<file path="src/rtl/cp0_ctrl.sv">
`default_nettype none
// ============================================================================
// Module   : cp0_ctrl
// Purpose  : MIPS coprocessor-0 register block. Holds BadVAddr (8), Count (9),
//            Compare (11), Status (12), Cause (13), EPC (14) and PRId (15).
//            Commits precise exceptions and ERET, registers the hardware
//            interrupt lines, runs the optional Count/Compare timer and
//            produces the masked interrupt vector and request.
// Build    : define CP0_TIMER_EN to implement Count/Compare, the timer phase
//            and Cause.TI. Without it Count/Compare read 0 and TI is 0.
// Ports    : clk, rst (async, active low)
//            rd_addr/rd_data            - MFC0 combinational read
//            wr_en/wr_addr/wr_data      - MTC0 write
//            exc_we/exc_bd/exc_code/exc_epc/exc_bva_we/exc_bva - exception
//            eret                       - ERET commit
//            hard_intr[N_HINT]          - level-sensitive interrupt lines
//            intr_vect/intr_req         - masked interrupts to exception unit
//            er_epc                     - current EPC (ERET target)
// Revision : 1.0 - initial release
// ============================================================================
module cp0_ctrl #(
   parameter int          N_HINT     = 6,
   parameter logic [31:0] PRID       = 32'h0000_4220,
   parameter logic [31:0] STATUS_RST = 32'h0040_0000
) (
   input  logic              clk,
   input  logic              rst,
   input  logic [4:0]        rd_addr,
   output logic [31:0]       rd_data,
   input  logic              wr_en,
   input  logic [4:0]        wr_addr,
   input  logic [31:0]       wr_data,
   input  logic              exc_we,
   input  logic              exc_bd,
   input  logic [4:0]        exc_code,
   input  logic [31:0]       exc_epc,
   input  logic              exc_bva_we,
   input  logic [31:0]       exc_bva,
   input  logic              eret,
   input  logic [N_HINT-1:0] hard_intr,
   output logic [7:0]        intr_vect,
   output logic              intr_req,
   output logic [31:0]       er_epc
);

   localparam logic [4:0] c_BADVADDR = 5'd8;
   localparam logic [4:0] c_COUNT    = 5'd9;
   localparam logic [4:0] c_COMPARE  = 5'd11;
   localparam logic [4:0] c_STATUS   = 5'd12;
   localparam logic [4:0] c_CAUSE    = 5'd13;
   localparam logic [4:0] c_EPC      = 5'd14;
   localparam logic [4:0] c_PRID     = 5'd15;

   logic [N_HINT-1:0] r_hw;
   logic [31:0]       r_badvaddr;
   logic [31:0]       r_status;
   logic [31:0]       r_epc;
   logic              r_bd;
   logic [4:0]        r_exc_code;
   logic [1:0]        r_sw;

   logic              w_ti;
   logic [31:0]       w_count;
   logic [31:0]       w_compare;
   logic [7:0]        w_ip;
   logic              w_wr;

   // An exception or ERET in the same cycle swallows the MTC0 completely.
   assign w_wr = wr_en & ~exc_we & ~eret;

   always_ff @(posedge clk or negedge rst) begin
      if (!rst) begin
         r_hw       <= '0;
         r_badvaddr <= '0;
         r_status   <= STATUS_RST;
         r_epc      <= '0;
         r_bd       <= 1'b0;
         r_exc_code <= '0;
         r_sw       <= '0;
      end else begin
         r_hw <= hard_intr;
         if (exc_we) begin
            r_bd       <= exc_bd;
            r_exc_code <= exc_code;
            r_epc      <= exc_epc;
            r_status[1] <= 1'b1;
            if (exc_bva_we) begin
               r_badvaddr <= exc_bva;
            end
         end else if (eret) begin
            r_status[1] <= 1'b0;
         end else if (w_wr) begin
            case (wr_addr)
               c_STATUS: begin
                  r_status[15:8] <= wr_data[15:8];
                  r_status[1:0]  <= wr_data[1:0];
               end
               c_CAUSE:  r_sw  <= wr_data[9:8];
               c_EPC:    r_epc <= wr_data;
               default: ;
            endcase
         end
      end
   end

`ifdef CP0_TIMER_EN
   logic [31:0] r_count;
   logic [31:0] r_compare;
   logic        r_phase;
   logic        r_ti;
   logic [31:0] w_cnt_inc;

   assign w_cnt_inc = r_count + 32'd1;

   always_ff @(posedge clk or negedge rst) begin
      if (!rst) begin
         r_count   <= '0;
         r_compare <= '0;
         r_phase   <= 1'b0;
         r_ti      <= 1'b0;
      end else begin
         r_phase <= ~r_phase;
         // A software write to Count overrides the increment and skips the
         // compare check for that cycle; the phase keeps running.
         if (w_wr && wr_addr == c_COUNT) begin
            r_count <= wr_data;
         end else if (r_phase) begin
            r_count <= w_cnt_inc;
            if (w_cnt_inc == r_compare) begin
               r_ti <= 1'b1;
            end
         end
         // Placed last so a Compare write acknowledges the timer even if a
         // match against the old Compare happens in the same cycle.
         if (w_wr && wr_addr == c_COMPARE) begin
            r_compare <= wr_data;
            r_ti      <= 1'b0;
         end
      end
   end

   assign w_ti      = r_ti;
   assign w_count   = r_count;
   assign w_compare = r_compare;
`else
   assign w_ti      = 1'b0;
   assign w_count   = '0;
   assign w_compare = '0;
`endif

   // Cause.IP: [1:0] software, [6:2] hardware lines 0..4, [7] line 5 | TI.
   assign w_ip[1:0] = r_sw;

   generate
      for (genvar i = 0; i < 5; i++) begin : g_ip
         if (i < N_HINT) begin : g_used
            assign w_ip[2+i] = r_hw[i];
         end else begin : g_unused
            assign w_ip[2+i] = 1'b0;
         end
      end
      if (N_HINT == 6) begin : g_ip7_hw
         assign w_ip[7] = r_hw[5] | w_ti;
      end else begin : g_ip7_ti
         assign w_ip[7] = w_ti;
      end
   endgenerate

   always_comb begin
      rd_data = '0;
      case (rd_addr)
         c_BADVADDR: rd_data = r_badvaddr;
         c_COUNT:    rd_data = w_count;
         c_COMPARE:  rd_data = w_compare;
         c_STATUS:   rd_data = r_status;
         c_CAUSE:    rd_data = {r_bd, w_ti, 14'b0, w_ip, 1'b0, r_exc_code, 2'b0};
         c_EPC:      rd_data = r_epc;
         c_PRID:     rd_data = PRID;
         default:    rd_data = '0;
      endcase
   end

   // IE must be set and EXL clear for any interrupt to reach the core.
   assign intr_vect = (r_status[0] && !r_status[1]) ? (w_ip & r_status[15:8]) : 8'h00;
   assign intr_req  = |intr_vect;
   assign er_epc    = r_epc;

endmodule
`default_nettype wire

</file>
<file path="config.mk">
export PLATFORM = sky130hd
export DESIGN_NAME = cp0_ctrl
export DESIGN_NICKNAME = d
export VERILOG_FILES = /design/src/rtl/cp0_ctrl.sv
export SDC_FILE = /design/constraint.sdc
export NUM_CORES = 1
export LEC_CHECK = 0
export CORE_ASPECT_RATIO = 0.5
export CORE_MARGIN = 8
export CORE_UTILIZATION = 45
export DETAILED_ROUTE_END_ITERATION = 10
export GPL_TIMING_DRIVEN = 0
export PLACE_DENSITY_LB_ADDON = 0.2
export SLEW_MARGIN = 20
export SYNTH_ARGS = -nofsm -noshare
export SYNTH_HDL_FRONTEND = slang
export SYNTH_SLANG_ARGS = --single-unit
</file>
<file path="constraint.sdc">
create_clock -name clk -period 3.2 [get_ports clk]
set_input_delay 0.32 -clock clk [delete_from_list [all_inputs] [get_ports clk]]
set_output_delay 0.32 -clock clk [all_outputs]
set_load 0.1 [all_outputs]
</file>
### Yosys cells after proc, flatten, opt, wreduce, memory -nomap -nowiden

Cells that the tools add are included.

| storage, ports and cells | value |
|---|---|
| flip-flop bits (word level) | 88 |
| latch bits | 0 |
| bits in writable memories | 0 |
| ROM bits | 0 |
| bits of input ports | 124 |
| output and inout port bits | 73 |
| logic and storage cells | 45 |
| memories | 0 |

| operators by class | value |
|---|---|
| $add $sub $neg | 0 |
| multiply operators | 0 |
| divide/modulo/power cells | 0 |
| magnitude comparators | 0 |
| equal/unequal tests | 9 |
| shift operators | 0 |
| multiplexer cells | 10 |
| bitwise gates (word level) | 5 |
| reduce and logical (&&, ||, !) cells | 12 |

Operator list:

| cell | number |
|---|---|
| $pmux W32 S5 | 1 |
| $mux W32 | 4 |
| $eq A5 B4 Y1 const B | 8 |
| $and A8 B8 Y8 | 1 |
| $mux W8 | 1 |
| $reduce_and A4 Y1 | 2 |
| $reduce_or A8 Y1 | 1 |
| $reduce_bool A3 Y1 | 2 |
| $mux W2 | 2 |
| $reduce_and A2 Y1 | 2 |
| $reduce_bool A2 Y1 | 2 |
| $reduce_and A3 Y1 | 1 |
| $and A1 B1 Y1 | 2 |
| $mux W1 | 2 |
| $ne A2 B2 Y1 const B | 1 |
| $not A1 Y1 | 2 |
| $logic_and A1 B1 Y1 | 1 |
| $logic_not A1 Y1 | 1 |

### Depth between registers and ports, before layout

Gate-level depths: netlist (run 1).

| logic depth | value |
|---|---|
| word-level depth | 6 |
| mapped depth | 6 |
| mapped depth without buffers | 3 |

### Worst setup path before layout (run 1)

No wires, ideal clock.

| timing path | value |
|---|---|
| path kind | register to output |
| start | register r_status[1] |
| end | output port intr_req |
| data arrival time | 2.241 ns |
| required time | 2.880 ns |
| setup slack | 0.639 ns |
| stages on the path, launching flop included | 4 |
| buffers on the path | 1 |
| cells stage by stage | dfrtp_1 -> nand2b_1 -> clkbuf_1 -> a41oi_1 |

| between the ends | value |
|---|---|
| cells in the longest elaborated chain, start to end | 4 |

RTL lines:

| item | line | RTL |
|---|---|---|
| start: declaration | 56 | `logic [31:0] r_status;` |
| start signal: assignment | 96 | `r_status[1:0] <= wr_data[1:0];` |
| $logic_not A1 Y1 | 184 | `assign intr_vect = (r_status[0] && !r_status[1]) ? (w_ip & r_status[15:8]) : 8'h00;` |
| $logic_and A1 B1 Y1 | 184 |  |
| $mux W8 | 184 |  |
| $reduce_or A8 Y1 | 185 | `assign intr_req = \|intr_vect;` |
| end: declaration | 42 | `output logic intr_req,` |

Every way passes these cells.

### Worst setup path in the final report (run 1)

| timing path | value |
|---|---|
| start | input port rd_addr[0] |
| end | output port rd_data[3] |

| between the ends | value |
|---|---|
| cells in the longest elaborated chain, start to end | 2 |
| elaborated cells on any way between the ends | 6 |
| those cells by class | eq/ne: 5; mux: 1 |

RTL lines:

| item | line | RTL |
|---|---|---|
| start: declaration | 28 | `input logic [4:0] rd_addr,` |
| $eq A5 B4 Y1 | 171 | `case (rd_addr)` |
| $pmux W32 S5 * | 171 |  |
| end: declaration | 29 | `output logic [31:0] rd_data,` |

Every way passes the cells marked *; elsewhere a longest branch is shown, timed or not.

==> results.md, run 1 <==
* Worst Path Required at 2880 ps
* Vias post-DR at 4,148
* Placer Congestion at 0.868
* Final critical-path required period at 3050 ps
* Design Area, Final at 6830 um^2
* Post-synth EDFFs at 0
* Area delta synth->final at 56.8%
* Placed instance count at 739
* Die area at 13,300 um^2
* Ranking of synthesized cells by area: dfrtp_1 (51%), mux2_2 (9.8%), o311ai_1 (6.4%)
* WL/cell at 20.8 um
* Die height at 85.6 um
* Average size of a mapped cell at 10.7 um^2
* Post-synth top flop: dfrtp_1
* Cell row count at 25
* Setup CP Type: in2out
* ANT cells at 0
* Slew HR at 31.4%
* Fin Clk Skew at 0 ps
* Worst r2r src: er_epc[19]$_DFFE_PN0P_
* Pre-antenna DRT Iters at 5
* GRT Total Usage at 23.8%
* Cell Area, Placed at 6520 um^2
* # clock sinks at 88
* Crit path from: rd_addr[0]
* Yosys reg bits at 88
* Cell with the most instances after synthesis: dfrtp_1
* Antenna-violating nets left at 0
* Initial Util at 46.3%
* Maximum vdd drop at 0.302 mV
* Detailed-placement wirelength estimate at 11.8 mm
* Initial drt markers at 311
* Layout cells sized above 1 at 16.9%
* Top-area cell type share of the netlist area at 50.6%
* Reg2reg end: er_epc[19]$_DFFE_PN0P_
* Chip width at 155 um
* Gr ovfl total at 0
* Fillers at 726
* Residual DRC at 0
* R2r worst-path depth at 2
* Worst Hold Class: in2async
* Crit-path max cell delay at 620 ps
* Crit path capture type: primary output
* Nets at 740
* Arrival @ worst endpoint at 2730 ps
* Clk_lat worst skew at 340 ps
* Post-synth ARST share at 100%
* Critical Path Start Type: input pin
* TritonCTS clock tree: done
* Mapped Cells at 407
* CTS H-tree depth at 3
* Setup bufs post-CTS at 0
* Worst-path maximum fanout at 10
* I/O Pins at 197
* Pins Over Slew Limit at 0
* Finished Core Util at 72.5%
* Count of final setup violators at 0
* Final Cycle Share at 95.2%
* Core area at 9420 um^2
* Root Driver: clkbuf_16
* Worst slew pin tran at 1030 ps
* I/O Buffers at 196
* Sequential element share of the synthesized area at 50.6%
* Clock slew at reported path FFs at 60 ps
* CP max stage cell: clkdlybuf4s50_1
* Leakage at 2.87 nW
* Final number of hold-violating endpoints at 0
* Fmax at 0.328 GHz
* Commonest cells in the synthesized netlist: dfrtp_1 (88), nand3_1 (53), nand2_1 (41), mux2_2 (38), inv_1 (34)
* RSZ-0062 raised after global routing: false
* Hold_ws at 384 ps
* First-pass GRT wire length at 24.5 mm
* Largest net degree at the start of global routing at 71
* Tot Pwr at 0.00334 W
* Fin cells at 755
* Pwr/cell area at 489 nW/um^2
* Crit-path cells: clkdlybuf4s50_1, nor2b_1, clkbuf_1, and3_1, a221o_1, clkdlybuf4s15_2
* Vias in the first global route at 4,536
* Max Cap Violations at 0
* Syn_nets at 531
* Synth Cell Area at 4360 um^2
* Final WL at 15.7 mm
* Synthesis Warnings at 22
* Clock Path Buffers at 2
* Count of cell types in the netlist at 35
* Status: finished, final reports clean
* Cell taking the most area after synthesis: dfrtp_1
* Vias per std cell at 5.49
* Number of buffers created by CTS at 9
* Initial antenna violation count at 0
* R2R Setup Slk at 2300 ps
## state kept, by name, indices dropped and copies added, names as in the netlist
signal and count:
r_bd 1, r_badvaddr 32, r_exc_code 5, r_status 10, r_sw 2, r_hw 6, er_epc 32
## worst max-delay path, delay by kind of cell
kind	cells	cell delay (ps)
simple gates	2	600
compound gates	1	120
buf+inv	3	1680
## per-stage QoR
step,TNS (ps),setup WS (ps)
after global routing,0,5.67
after CTS,0,0.978
final,0,153
after floorplan,0,639
after detailed placement,-11480,-439
after global placement,-142300,-1500
## cells in the final DEF (no fill, tap or decap), types with 2 or more instances in the layout
cell type	instances
inv_1	34
buf_1	5
clkbuf_8	2
and4_1	2
clkdlybuf4s15_2	23
a221o_1	10
nand2_1	41
mux2_1	11
and3_1	7
nor2b_1	2
clkbuf_1	16
buf_2	8
or2_2	2
clkbuf_16	9
o311ai_1	32
nand4_1	6
nand4b_1	4
a32o_1	2
nor4bb_1	2
bufinv_16	2
buf_6	5
mux2_2	38
dfrtp_1	88
clkbuf_2	9
a22o_1	16
and2_1	4
nand3_1	53
nor2_1	9
clkdlybuf4s50_1	163
## final cells by class
type                       count  area (um^2)  share of cell area, %
multi-input combinational    252         1860                   27.2
buffer                        33          168                   2.45
clock buffer                  12          256                   3.76
clock inverter                 3         65.1                  0.953
timing repair buffer         198         1980                   29.1
sequential                    88         2200                   32.2
inverter                      34          128                   1.87
tap                          135          169                   2.47
## timing repair
item | 4_1_cts | 5_1_grt
gates resized for setup | 82 | 14
endpoints found under the hold margin | 18 | 0
hold buffers | 1 | 0
cloned | 0 | 0
setup endpoints to repair | 32 | 9
## kinds of logic after synthesis
logic type      count (synthesis)  share of synthesized area (%)
simple gates                  140                           17.0
flops                          88                           50.6
buf+inv                        67                           6.78
compound gates                 63                           13.0
mux                            49                           12.7
## metal layers
layer	track usage (%)	vias to the layer above	share of wire, %
li1	-	1906	-
met1	29.2	2034	42
met2	38.8	186	47
met3	7.87	22	9.3
met4	8.47	0	1.8
met5	0	-	0
## how the worst max path moves through the flow
stage,to,slack [ps],cells past startpoint
2_1_floorplan,intr_req,640,3
3_3_place_gp,er_epc[22]$_DFFE_PN0P_,-1500,1
3_5_place_dp,rd_data[7],-440,7
4_1_cts,rd_data[15],1,8
5_1_grt,rd_data[23],6,7
6_report,rd_data[3],150,6
## power breakdown
part           switching (W)  internal (W)  leakage (nW)
registers          0.0000804       0.00123          1.06
logic               0.000553      0.000327          1.65
clock network       0.000427      0.000722         0.159
No activity file was read; power rests on OpenSTA's default activity.
==> run 2, diff against run 1 <==
--- a/config.mk
+++ b/config.mk
@@ -11,6 +11,8 @@
 export DETAILED_ROUTE_END_ITERATION = 10
 export GPL_TIMING_DRIVEN = 0
 export PLACE_DENSITY_LB_ADDON = 0.2
+export RECOVER_POWER = 25
+export SKIP_CTS_REPAIR_TIMING = 1
 export SLEW_MARGIN = 20
 export SYNTH_ARGS = -nofsm -noshare
 export SYNTH_HDL_FRONTEND = slang
==> results.md, run 2 (synthesis gave the netlist of run 1 again) <==
* Worst hold endpoint: r_badvaddr[23]$_DFFE_PN0P_
* ANT cells at 0
* Clock Path Buffers at 2
* Vias per std cell at 5.54
* Min-Delay Path Depth at 1
* Most frequent cells in the layout: clkdlybuf4s50_1 (157), dfrtp_1 (88), nand3_1 (53)
* Die area at 13,300 um^2
* Reg2reg end: er_epc[19]$_DFFE_PN0P_
* Status: finished, final reports clean
* Crit path from: rd_addr[0]
* Residual DRC at 0
* Chip width at 155 um
* # clock sinks at 88
* Cell row count at 25
* Initial drt markers at 310
* Fin cells at 755
* CTS H-tree depth at 3
* Layout cells sized above 1 at 16.1%
* Initial antenna violation count at 0
* Antenna-violating nets left at 0
* First-pass GRT wire length at 24.4 mm
* Pins Over Slew Limit at 0
* Worst r2r src: er_epc[19]$_DFFE_PN0P_
* Gr ovfl total at 0
* Worst path bufs/invs at 3
* Largest net degree at the start of global routing at 71
* I/O Pins at 197
* Placer Congestion at 0.868
* Most common cell after layout, fill and taps aside: clkdlybuf4s50_1
* GRT Total Usage at 23.8%
* Arrival @ worst endpoint at 2790 ps
* Detailed-placement wirelength estimate at 11.8 mm
* Nets at 740
* Worst slew pin tran at 1150 ps
* Setup CP Type: in2out
* Met3 wire length at 1.39 mm
* Clock slew at reported path FFs at 60 ps
* Vias post-DR at 4,185
* Slew HR at 23.3%
* TritonCTS clock tree: done
* Fmax at 0.322 GHz
* Crit path capture type: primary output
* Crit-path max cell delay at 750 ps
* Placed instance count at 739
* Routed met2 length at 7.43 mm
* RSZ-0062 raised after global routing: false
* Max Cap Violations at 0
* Area delta synth->final at 54.0%
* Die height at 85.6 um
* Worst-path maximum fanout at 10
* Final Cycle Share at 97.2%
* R2R Setup Slk at 2310 ps
* Critical Path Start Type: input pin
* I/O Buffers at 196
* Initial Util at 46.3%
* Root Driver: clkbuf_16
* Final critical-path required period at 3110 ps
* Final number of hold-violating endpoints at 0
* Tot Pwr at 0.00334 W
* R2r worst-path depth at 2
* Routed met1 length at 6.65 mm
* Hold_ws at 507 ps
* Worst Path Required at 2880 ps
* Core area at 9420 um^2
* TNS Setup at 0 ps
* Pwr/cell area at 497 nW/um^2
* Clk_lat worst skew at 340 ps
* Maximum vdd drop at 0.303 mV
* Crit-path cells: clkdlybuf4s50_1, nor2b_1, clkbuf_1, nand3_1, nand4_1, dlymetal6s2s_1
* WL/cell at 20.8 um
* Fin Clk Skew at 0 ps
* Worst Hold Class: reg2reg
* Pre-antenna DRT Iters at 4
* Number of buffers created by CTS at 9
* CP max stage cell: dlymetal6s2s_1
* Vias in the first global route at 4,524
* Highest routed layer: met4
* CP top delay family: buffers and inverters
* Final WL at 15.7 mm
* Hold Startpoint: r_badvaddr[23]$_DFFE_PN0P_
* Count of final setup violators at 0
* Leakage at 2.96 nW
## run 2: changes by cell type in the layout (fill, tap and decap cells not counted)
cell and delta:
clkdlybuf4s50_1 -6, dlygate4sd3_1 +6, clkbuf_1 +1, clkbuf_2 +19, clkdlybuf4s15_2 -23, buf_6 -1, dlymetal6s2s_1 +4
## run 2: how the worst max path moves through the flow
stage / endpoint / slack [ps] / cells after the start
2_1_floorplan: intr_req / 640 / 3
3_3_place_gp: er_epc[22]$_DFFE_PN0P_ / -1500 / 1
3_5_place_dp: rd_data[7] / -440 / 7
4_1_cts: rd_data[7] / -440 / 7
5_1_grt: rd_data[12] / 4 / 6
6_report: rd_data[12] / 90 / 6
## run 2: stage by stage
step                setup slack, ps  area (um^2)  util, %
global placement              -1500         6490     68.9
finish                         90.1         6710     71.3
detailed placement             -439         6520     69.2
CTS                            -436         6840     72.6
global route                   4.33         6710     71.3
floorplan                       639         4360        -
## run 2: routing by layer
layer,vias up,GRT usage [%]
met5,-,0
met4,0,7.86
met3,21,7.92
met2,188,38.7
met1,2067,29.4
li1,1909,-
## run 2: cell type report
type / instances / area [um^2]
Multi-Input combinational cell: 252 / 1860
Tap cell: 135 / 169
Timing Repair Buffer: 198 / 1860
Sequential cell: 88 / 2200
Buffer: 33 / 168
Clock buffer: 12 / 256
Clock inverter: 3 / 65.1
Fill cell: 744 / 2710
Inverter: 34 / 128
## run 2: power by group
group | total (W) | switching [W] | internal, W
clock network | 0.00115 | 0.000426 | 0.000722
logic | 0.000874 | 0.000553 | 0.000321
registers | 0.00131 | 0.0000807 | 0.00123
==> run 3, diff against run 2 <==
--- a/config.mk
+++ b/config.mk
@@ -5,13 +5,14 @@
 export SDC_FILE = /design/constraint.sdc
 export NUM_CORES = 1
 export LEC_CHECK = 0
-export CORE_ASPECT_RATIO = 0.5
 export CORE_MARGIN = 8
 export CORE_UTILIZATION = 45
+export CTS_CLUSTER_DIAMETER = 100
 export DETAILED_ROUTE_END_ITERATION = 10
 export GPL_TIMING_DRIVEN = 0
 export PLACE_DENSITY_LB_ADDON = 0.2
 export RECOVER_POWER = 25
+export SETUP_SLACK_MARGIN = 0.1
 export SKIP_CTS_REPAIR_TIMING = 1
 export SLEW_MARGIN = 20
 export SYNTH_ARGS = -nofsm -noshare
==> results.md, run 3 (synthesis gave the netlist of run 1 again) <==
* Max Cap Violations at 0
* Nets at 740
* Worst Path Required at 2880 ps
* Leakage at 2.83 nW
* Gr ovfl total at 0
* Die height at 114 um
* Pins Over Slew Limit at 0
* Initial drt markers at 336
* Crit path capture type: primary output
* WL/cell at 21.1 um
* Slew HR at 23.5%
* I/O Buffers at 196
* Layout cells sized above 1 at 16.9%
* Min-Delay Path Depth at 1
* CTS H-tree depth at 3
* First-pass GRT wire length at 24.7 mm
* Residual DRC at 0
* Initial antenna violation count at 0
* Final Cycle Share at 93.6%
* Cell row count at 36
* TritonCTS clock tree: done
* Detailed-placement wirelength estimate at 12.1 mm
* Placer Congestion at 0.828
* Count of final setup violators at 0
* Hold Startpoint: r_badvaddr[7]$_DFFE_PN0P_
* Worst-path maximum fanout at 10
* Largest net degree at the start of global routing at 46
* Fillers at 783
* Final critical-path required period at 3000 ps
* Clock slew at reported path FFs at 80 ps
* Clock Path Buffers at 2
* Pwr/cell area at 466 nW/um^2
* Most frequent cells in the layout: clkdlybuf4s50_1 (156), dfrtp_1 (88), nand3_1 (53)
* CP top delay family: buffers and inverters
* Core area at 9590 um^2
* Clk_lat worst skew at 350 ps
* R2r worst-path depth at 2
* Fin Clk Skew at 0 ps
* Initial Util at 45.4%
* Hold_ws at 509 ps
* Crit-path max cell delay at 560 ps
* R2R Setup Slk at 2340 ps
* Reg2reg end: er_epc[26]$_DFFE_PN0P_
* Pre-antenna DRT Iters at 5
* Fmax at 0.334 GHz
* Antenna-violating nets left at 0
* Maximum vdd drop at 0.249 mV
* Vias in the first global route at 4,525
* Arrival @ worst endpoint at 2680 ps
* Worst r2r src: er_epc[26]$_DFFE_PN0P_
* Critical Path Start Type: input pin
* Root Driver: clkbuf_8
* Area delta synth->final at 50.5%
* Vias post-DR at 4,215
* Vias per std cell at 5.59
* Cell Area, Placed at 6510 um^2
* Final number of hold-violating endpoints at 0
* Number of buffers created by CTS at 9
* Worst slew pin tran at 1150 ps
* # clock sinks at 88
* Setup CP Type: in2out
* Worst path bufs/invs at 4
* Chip width at 114 um
* Status: finished, final reports clean
* Design Area, Final at 6560 um^2
* ANT cells at 0
* Die area at 13,100 um^2
* Worst hold endpoint: r_badvaddr[7]$_DFFE_PN0P_
* GRT Total Usage at 24.5%
* I/O Pins at 197
* CP max stage cell: clkdlybuf4s50_1
* Most common cell after layout, fill and taps aside: clkdlybuf4s50_1
* RSZ-0062 raised after global routing: false
* Final WL at 15.9 mm
* Worst Hold Class: reg2reg
* Crit-path cells: clkdlybuf4s50_1, and2b_4, and2_4, buf_6, clkbuf_1, a22o_1, clkbuf_2
## run 3: changes by cell type in the layout (fill, tap and decap cells not counted)
cell,change
dlymetal6s2s_1,-4
clkbuf_8,+8
clkinvlp_4,+1
clkdlybuf4s50_1,-1
buf_16,-1
clkbuf_2,+6
clkbuf_16,-9
clkinv_2,-1
dlygate4sd3_1,+1
inv_6,+1
## run 3: routing by layer
metal | vias to the layer above | GRT usage (%) | wire length (um)
li1 | 1904 | - | -
met1 | 2066 | 29.7 | 6450
met3 | 25 | 6.54 | 1360
met4 | 0 | 9.58 | 350
met5 | - | 0 | 0
met2 | 220 | 40.4 | 7780
## run 3: how the worst max path moves through the flow
stage	start	end	slack, ps	cells past startpoint
after floorplan	r_status[1]$_DFFE_PN0P_	intr_req	640	3
after global placement	rst	er_epc[3]$_DFFE_PN0P_	-1430	1
after detailed placement	rd_addr[0]	rd_data[7]	-460	7
after CTS	rd_addr[0]	rd_data[7]	-470	7
after global routing	rd_addr[0]	rd_data[7]	110	7
final	rd_addr[0]	rd_data[16]	200	7
## run 3: power breakdown
| group | switching (W) | leakage [nW] | internal, W |
|---|---|---|---|
| clock network | 0.000408 | 0.107 | 0.000465 |
| registers | 0.0000805 | 1.06 | 0.00123 |
| logic | 0.000553 | 1.66 | 0.000316 |
| total | 0.00104 | 2.83 | 0.00201 |
## run 3: metrics by stage
step	instances	setup slack, ps	util (%)	TNS, ps	total power (W)
floorplan	407	639	-	0	0.00186
global route	754	107	68.3	0	0.00317
finish	754	204	68.3	0	0.00306
global placement	736	-1430	67.6	-137260	0.00220
CTS	753	-471	70.1	-12590	0.00308
detailed placement	737	-462	67.8	-12410	0.00222
## run 3: area by class of cell
| class | count | area (um^2) | area share, % |
|---|---|---|---|
| Tap cell | 133 | 166 | 2.54 |
| Sequential cell | 88 | 2200 | 33.6 |
| Buffer | 33 | 168 | 2.56 |
| Multi-Input combinational cell | 252 | 1860 | 28.3 |
| Timing Repair Buffer | 198 | 1810 | 27.6 |
| Inverter | 34 | 128 | 1.95 |
| Clock inverter | 4 | 76.3 | 1.16 |
| Clock buffer | 12 | 145 | 2.21 |
